`src/rtl/ps2_rx.sv`:
```
`default_nettype none
// ============================================================================
// Module      : ps2_rx
// Description : PS/2 device-to-host receiver. Glitch-filters the PS/2 clock,
//               detects its falling edges and assembles 11-bit frames
//               (start, 8 data LSB first, parity, stop). The data byte is
//               presented on dout with a one-cycle done strobe.
// Revision    : 1.0 - initial release
// ============================================================================
module ps2_rx (
    input  logic       clk_ps2_rx,
    input  logic       reset_ps2_rx,
    input  logic       ps2d_ps2_rx,
    input  logic       ps2c_ps2_rx,
    input  logic       rx_en_ps2_rx,
    output logic       rx_done_tick_ps2_rx,
    output logic [7:0] dout_ps2_rx
);

    typedef enum logic [1:0] {
        IDLE = 2'd0,
        DPS  = 2'd1,
        LOAD = 2'd2
    } state_t;

    state_t      state;
    state_t      state_next;
    logic [7:0]  filter_reg;
    logic [7:0]  filter_next;
    logic        f_val;
    logic        f_val_next;
    logic        fall_edge;
    logic [3:0]  n;
    logic [3:0]  n_next;
    logic [10:0] b_reg;
    logic [10:0] b_next;

    // Filter history and filtered clock level, plus FSM/datapath registers.
    always_ff @(posedge clk_ps2_rx or negedge reset_ps2_rx) begin
        if (!reset_ps2_rx) begin
            filter_reg <= 8'h00;
            f_val      <= 1'b0;
            state      <= IDLE;
            n          <= 4'd0;
            b_reg      <= 11'd0;
        end else begin
            filter_reg <= filter_next;
            f_val      <= f_val_next;
            state      <= state_next;
            n          <= n_next;
            b_reg      <= b_next;
        end
    end

    // Filtered clock only flips once 8 consecutive samples agree; the edge
    // fires in the cycle the history becomes all zero.
    always_comb begin
        filter_next = {ps2c_ps2_rx, filter_reg[7:1]};
        if (filter_next == 8'hFF)
            f_val_next = 1'b1;
        else if (filter_next == 8'h00)
            f_val_next = 1'b0;
        else
            f_val_next = f_val;
        fall_edge = f_val & ~f_val_next;
    end

    // Frame FSM: enable only gates the start bit; parity and stop are
    // shifted in but never checked.
    always_comb begin
        state_next          = state;
        n_next              = n;
        b_next              = b_reg;
        rx_done_tick_ps2_rx = 1'b0;
        case (state)
            IDLE: begin
                if (fall_edge && rx_en_ps2_rx) begin
                    b_next     = {ps2d_ps2_rx, b_reg[10:1]};
                    n_next     = 4'd9;
                    state_next = DPS;
                end
            end
            DPS: begin
                if (fall_edge) begin
                    b_next = {ps2d_ps2_rx, b_reg[10:1]};
                    if (n == 4'd0)
                        state_next = LOAD;
                    else
                        n_next = n - 4'd1;
                end
            end
            LOAD: begin
                rx_done_tick_ps2_rx = 1'b1;
                state_next          = IDLE;
            end
            default: begin
                state_next = IDLE;
            end
        endcase
    end

    assign dout_ps2_rx = b_reg[8:1];

endmodule
`default_nettype wire

```
`config.mk`:
```
export PLATFORM = sky130hd
export DESIGN_NAME = ps2_rx
export DESIGN_NICKNAME = d
export VERILOG_FILES = /design/src/rtl/ps2_rx.sv
export SDC_FILE = /design/constraint.sdc
export NUM_CORES = 1
export LEC_CHECK = 0
export BUFFER_PORTS_ARGS = -buffer_cell sky130_fd_sc_hd__buf_2
export CAP_MARGIN = 20
export CORE_MARGIN = 2
export CORE_UTILIZATION = 50
export DETAILED_ROUTE_END_ITERATION = 8
export PLACE_DENSITY = 0.76
export SLEW_MARGIN = 0
export SYNTH_ARGS = -nofsm -noshare
export SYNTH_HDL_FRONTEND = slang
export SYNTH_SLANG_ARGS = --single-unit
```
`constraint.sdc`:
```
create_clock -name clk_ps2_rx -period 1.9 [get_ports clk_ps2_rx]
set_clock_uncertainty 0.1 [all_clocks]
set_input_delay 0.38 -clock clk_ps2_rx [delete_from_list [all_inputs] [get_ports clk_ps2_rx]]
set_output_delay 0.38 -clock clk_ps2_rx [all_outputs]
set_load 0.005 [all_outputs]
```
==> results of run 1 <==
==> worst max path at each step <==
stage	endpoint	slack [ps]
floorplan	b_reg[10]	200
global placement	b_reg[6]	100
detailed placement	b_reg[3]	80
CTS	b_reg[9]	90
global route	b_reg[6]	4
finish	b_reg[9]	90
==> where the power goes <==
group	internal [mW]	switching [mW]
registers	0.531	0.0234
clock network	0.0738	0.130
logic	0.0294	0.0345
==> layer usage <==
metal	global-route usage	wire (um)	up-vias
met5	0	0	-
met4	0.0921	16	0
met3	0.0205	45	2
met2	0.226	830	9
met1	0.185	744	317
li1	-	-	295
==> worst register-to-register path, delay by kind of cell (launching register included) <==
kind / cells / cell delay (ps)
DFF: 1 / 440
and+or+nand+nor: 3 / 840
muxes: 1 / 330
==> through the flow <==
step | util | hold slack, ps | setup slack (ps) | std cells | total power, mW
2_1_floorplan | - | -15.6 | 202 | 81 | 0.599
3_3_place_gp | 0.539 | 272 | 97.6 | 114 | 0.623
3_5_place_dp | 0.539 | 284 | 77.1 | 114 | 0.628
4_1_cts | 0.554 | 138 | 86.0 | 118 | 0.833
5_1_grt | 0.554 | 130 | 4.40 | 118 | 0.862
6_report | 0.554 | 148 | 93.7 | 118 | 0.822
==> cell type report <==
cell class	instances	area (sq um)	area share
well taps	28	35.0	0.0292
repair buffers	15	82.6	0.0688
inverters	4	15.0	0.0125
flip-flops and latches	24	601	0.500
clock buffers	3	22.5	0.0188
multi-input cells	44	445	0.371
==> layout by cell type (no fill, tap or decap), drive strengths merged, types with 2 or more instances in the layout <==
cell type / instances
buf: 14
clkbuf: 3
dfrtp: 24
ha: 2
inv: 4
mux2: 10
nand2: 2
nand3: 3
nand3b: 2
nand4: 3
nand4b: 2
nor2: 5
nor3: 2
nor4: 3
o21ai: 2
==> what timing repair did <==
item / in CTS / in global routing
setup endpoints to repair: 0 / 1
hold buffers: 1 / 0
buffers inserted: 0 / 0
endpoints found under the hold margin: 24 / 0
==> cell families (layout without fill, tap and decap cells) <==
kind of cell	Yosys count	in the layout
buf+inv	13	22
mux	11	11
compound gates	5	5
fa+ha+maj	2	2
simple gates	26	26
flops	24	24
==> flow_summary.json, run 1 <==
{
  "run_status": "complete, no violations",
  "cts-buffers-inserted": 3,
  "syn_area_sq_um": 1130,
  "p_leak_nw": 0.592,
  "crit_path_max_incr_delay_ps": 440,
  "ant_nets": 0,
  "hold_path.class": "in2reg",
  "synth_edf_count": 0,
  "r2r_cells": 4,
  "syn_area_per_cell_sq_um": 13.9,
  "fin_nets": 99,
  "synthAdderAreaFrac": 0.0222,
  "setup.worst_path.start": "filter_reg[2]",
  "post_drt_via_cell_ratio": 5.28,
  "seq_area_frac_synth": 0.533,
  "synth_top_family_by_area": "simple AND/OR/NAND/NOR gates",
  "antenna_found_initial": 0,
  "path_cells": "nor4_4 -> nand4b_4 -> nor2_8 -> mux2_4",
  "post_drt_wl_per_cell_um": 13.9,
  "synth.distinct_cells": 27,
  "min_path_cells": 1,
  "drc": 0,
  "critPathKind": "reg2reg",
  "dr.pass1.iters": 4,
  "clock_latency_ps": 290,
  "synth_xor_xnor_area_share": 0,
  "postCtsResizedCells": 0,
  "areaGrowthSynthToFinish_pct": 6.67,
  "synth_compound_area_frac": 0.0300,
  "n_antenna_cell": 0,
  "async_flop_share": 1.00,
  "p_per_area_nw_per_um2": 685,
  "worst_path_max_delay_cell": "dfrtp_1",
  "r2r_end": "b_reg[9]",
  "regToRegStartpoint": "filter_reg[2]",
  "fp.dieArea_sq_um": 2650,
  "initial_utilization": 0.519,
  "tightest_slew_ps": 499,
  "grt_pass1_wl_um": 2730,
  "crit_buf_inv": 0,
  "fp.dieH_um": 51.5,
  "min_from": "ps2c_ps2_rx",
  "finalHoldViolations": 0,
  "cp_data_required_time_ps": 1990,
  "fp.dieW_um": 51.5,
  "crit_path_end_kind": "flip-flop",
  "core.rowCount": 17,
  "synth_top_area_share": 0.533,
  "dp_hpwl_um": 1200,
  "clkSlewWorstSetupHoldPaths_ps": 110,
  "clock_path_buffers": 2,
  "synth_most_common_cell": "dfrtp_1",
  "grt_usage": 0.144,
  "final.period_utilization": 0.951,
  "worstHoldEndpoint": "filter_reg[7]",
  "synth_common_cells": "dfrtp_1 (24), mux2_4 (10), buf_4 (8)",
  "drive_gt1_frac": 0.389,
  "gp_congestion": 0.825,
  "fin_area_sq_um": 1200,
  "grt_pass1_vias": 606,
  "yosysTopAreaCell": "dfrtp_1",
  "peakVddDrop_uv": 570,
  "cp_max_fo": 10,
  "dr.first_iter.drc_count": 11,
  "synth.net_count": 88,
  "clkSinkCount": 24,
  "grt_max_degree": 25,
  "path_delay_family": "simple AND/OR/NAND/NOR gates",
  "worst_setup_path_start_kind": "flip-flop",
  "max_slew_margin": 0.667,
  "synthMuxAreaShare": 0.142,
  "grt_overflow": 0,
  "largest_reg_flops": 10,
  "rsz0062_at_grt": "no",
  "synth-simple-area-share": 0.201,
  "final-max-slew-violation-count": 0,
  "core_sq_um": 2170,
  "fin_setup_tns_ps": 0,
  "drv_cap": 0,
  "ys_seq_elements": 24,
  "io_buffers": 13,
  "htree_levels": 1,
  "finalWirelength_um": 1640,
  "crit_arrival_ps": 1900,
  "yosysWarnings": 0,
  "netlist_instances": 81,
  "placed_area_sq_um": 1170,
  "cp.depth": 4,
  "period_minus_slack_ps": 1810,
  "reg2reg_slack_ps": 90,
  "synth.area.top_cells": "dfrtp_1 (53%), mux2_4 (13%), buf_4 (5.3%)",
  "synth_ff_type": "dfrtp_1",
  "cts_tree": "yes",
  "fill_cells": 196,
  "ios": 14,
  "max_freq_mhz": 554,
  "setup_violations": 0,
  "vias": 623,
  "clockRootBuffer": "clkbuf_4"
}
(Power assumes the default switching activity.)
==> inputs of run 2 (changes only) <==
--- a/config.mk
+++ b/config.mk
@@ -8,9 +8,9 @@
 export BUFFER_PORTS_ARGS = -buffer_cell sky130_fd_sc_hd__buf_2
 export CAP_MARGIN = 20
 export CORE_MARGIN = 2
-export CORE_UTILIZATION = 50
+export CORE_UTILIZATION = 46
 export DETAILED_ROUTE_END_ITERATION = 8
-export PLACE_DENSITY = 0.76
+export PLACE_DENSITY = 0.72
 export SLEW_MARGIN = 0
 export SYNTH_ARGS = -nofsm -noshare
 export SYNTH_HDL_FRONTEND = slang
==> flow_summary.json, run 2 (synthesis results as in run 1) <==
{
  "cp_data_required_time_ps": 2010,
  "run_status": "complete, no violations",
  "dp_hpwl_um": 1250,
  "finalWirelength_um": 1700,
  "crit_arrival_ps": 1870,
  "cts-buffers-inserted": 3,
  "dr.pass1.iters": 4,
  "antenna_found_initial": 0,
  "hold_path.class": "in2reg",
  "crit_path_max_incr_delay_ps": 440,
  "n_antenna_cell": 0,
  "fin_nets": 100,
  "initial_utilization": 0.499,
  "clock_latency_ps": 310,
  "areaGrowthSynthToFinish_pct": 8.56,
  "whs_ps": 125,
  "grt_usage": 0.146,
  "final_common_cell": "dfrtp_1",
  "grt_overflow": 0,
  "fin_setup_tns_ps": 0,
  "drive_gt1_frac": 0.402,
  "cp_max_fo": 10,
  "post_drt_wl_per_cell_um": 14.2,
  "fp.dieH_um": 53.5,
  "dr.first_iter.drc_count": 6,
  "io_buffers": 13,
  "setup.worst_path.start": "filter_reg[6]",
  "vias": 662,
  "worst_path_max_delay_cell": "dfrtp_1",
  "period_minus_slack_ps": 1770,
  "worst_setup_path_start_kind": "flip-flop",
  "p_leak_nw": 0.583,
  "gp_congestion": 0.705,
  "peakVddDrop_uv": 506,
  "clkSinkCount": 24,
  "post_drt_via_cell_ratio": 5.52,
  "ant_nets": 0,
  "max_slew_margin": 0.654,
  "min_from": "ps2c_ps2_rx",
  "cts_tree": "yes",
  "rsz0062_at_grt": "no",
  "power.total_mw": 0.882,
  "largest_reg_flops": 10,
  "drv_cap": 0,
  "htree_levels": 1,
  "setup_violations": 0,
  "final_cell_mix": "dfrtp_1 (24), buf_2 (13), mux2_4 (10)",
  "ios": 14,
  "crit_path_end_kind": "flip-flop",
  "clkSlewWorstSetupHoldPaths_ps": 130,
  "clock_path_buffers": 2,
  "regToRegStartpoint": "filter_reg[6]",
  "p_per_area_nw_per_um2": 722,
  "fp.dieW_um": 53.5,
  "tightest_slew_ps": 518,
  "final-max-slew-violation-count": 0,
  "path_cells": "nor4_4 -> nand4b_4 -> nor2_8 -> mux2_4",
  "max_freq_mhz": 566,
  "clockRootBuffer": "clkbuf_4",
  "core.rowCount": 17,
  "final_util": 0.542,
  "fp.dieArea_sq_um": 2860,
  "grt_max_degree": 25,
  "grt_pass1_wl_um": 2930,
  "critPathKind": "reg2reg",
  "core_sq_um": 2250,
  "final.period_utilization": 0.930,
  "grt_pass1_vias": 652,
  "drc": 0,
  "finalHoldViolations": 0
}
[run 2: repair_timing]
item	4_1_cts	5_1_grt
hold endpoints to repair	24	0
buffers inserted	0	0
gates resized for setup	0	0
hold buffers	1	0
[run 2: worst max-delay path: cells and delay by family (launching register included)]
| kind | cells | cell delay, ps |
|---|---|---|
| muxes | 1 | 330 |
| and+or+nand+nor | 3 | 790 |
| DFF | 1 | 440 |
[run 2: worst paths after layout]
kind / slack [ps] / cells after the start / end
hold / removal: 120 / 1 / filter_reg[7]
setup reg to reg: 130 / 4 / b_reg[7]
min in group asynchronous: 460 / 2 / b_reg[2]
hold reg to reg: 370 / 0 / filter_reg[6]
setup / recovery: 130 / 4 / b_reg[7]
max in group asynchronous: 900 / 2 / filter_reg[2]
[run 2: power breakdown]
group | switching, mW | total, mW | leakage (nW) | internal (mW)
combinational | 0.0343 | 0.0633 | 0.257 | 0.0291
clock | 0.147 | 0.264 | 0.0210 | 0.117
sequential | 0.0233 | 0.555 | 0.305 | 0.531
total | 0.205 | 0.882 | 0.583 | 0.677
[run 2: per-stage QoR]
step	area (sq um)	cells	setup slack, ps
finish	1220	120	133
global route	1220	120	21.6
CTS	1220	120	123
detailed placement	1180	115	125
global placement	1180	115	144
floorplan	1130	81	202
[run 2: area by class of cell]
class | count | area (sq um)
inverter | 4 | 15.0
sequential | 24 | 601
multi-input combinational | 44 | 445
tap | 28 | 35.0
timing repair buffer | 16 | 90.1
fill | 210 | 1030
clock buffer | 4 | 36.3
[run 2: metal layers]
metal | vias up | GRT usage | part of all wire
li1 | 302 | - | -
met1 | 343 | 0.179 | 0.46
met2 | 13 | 0.241 | 0.49
met3 | 4 | 0.0339 | 0.038
met4 | 0 | 0.0641 | 0.014
met5 | - | 0 | 0
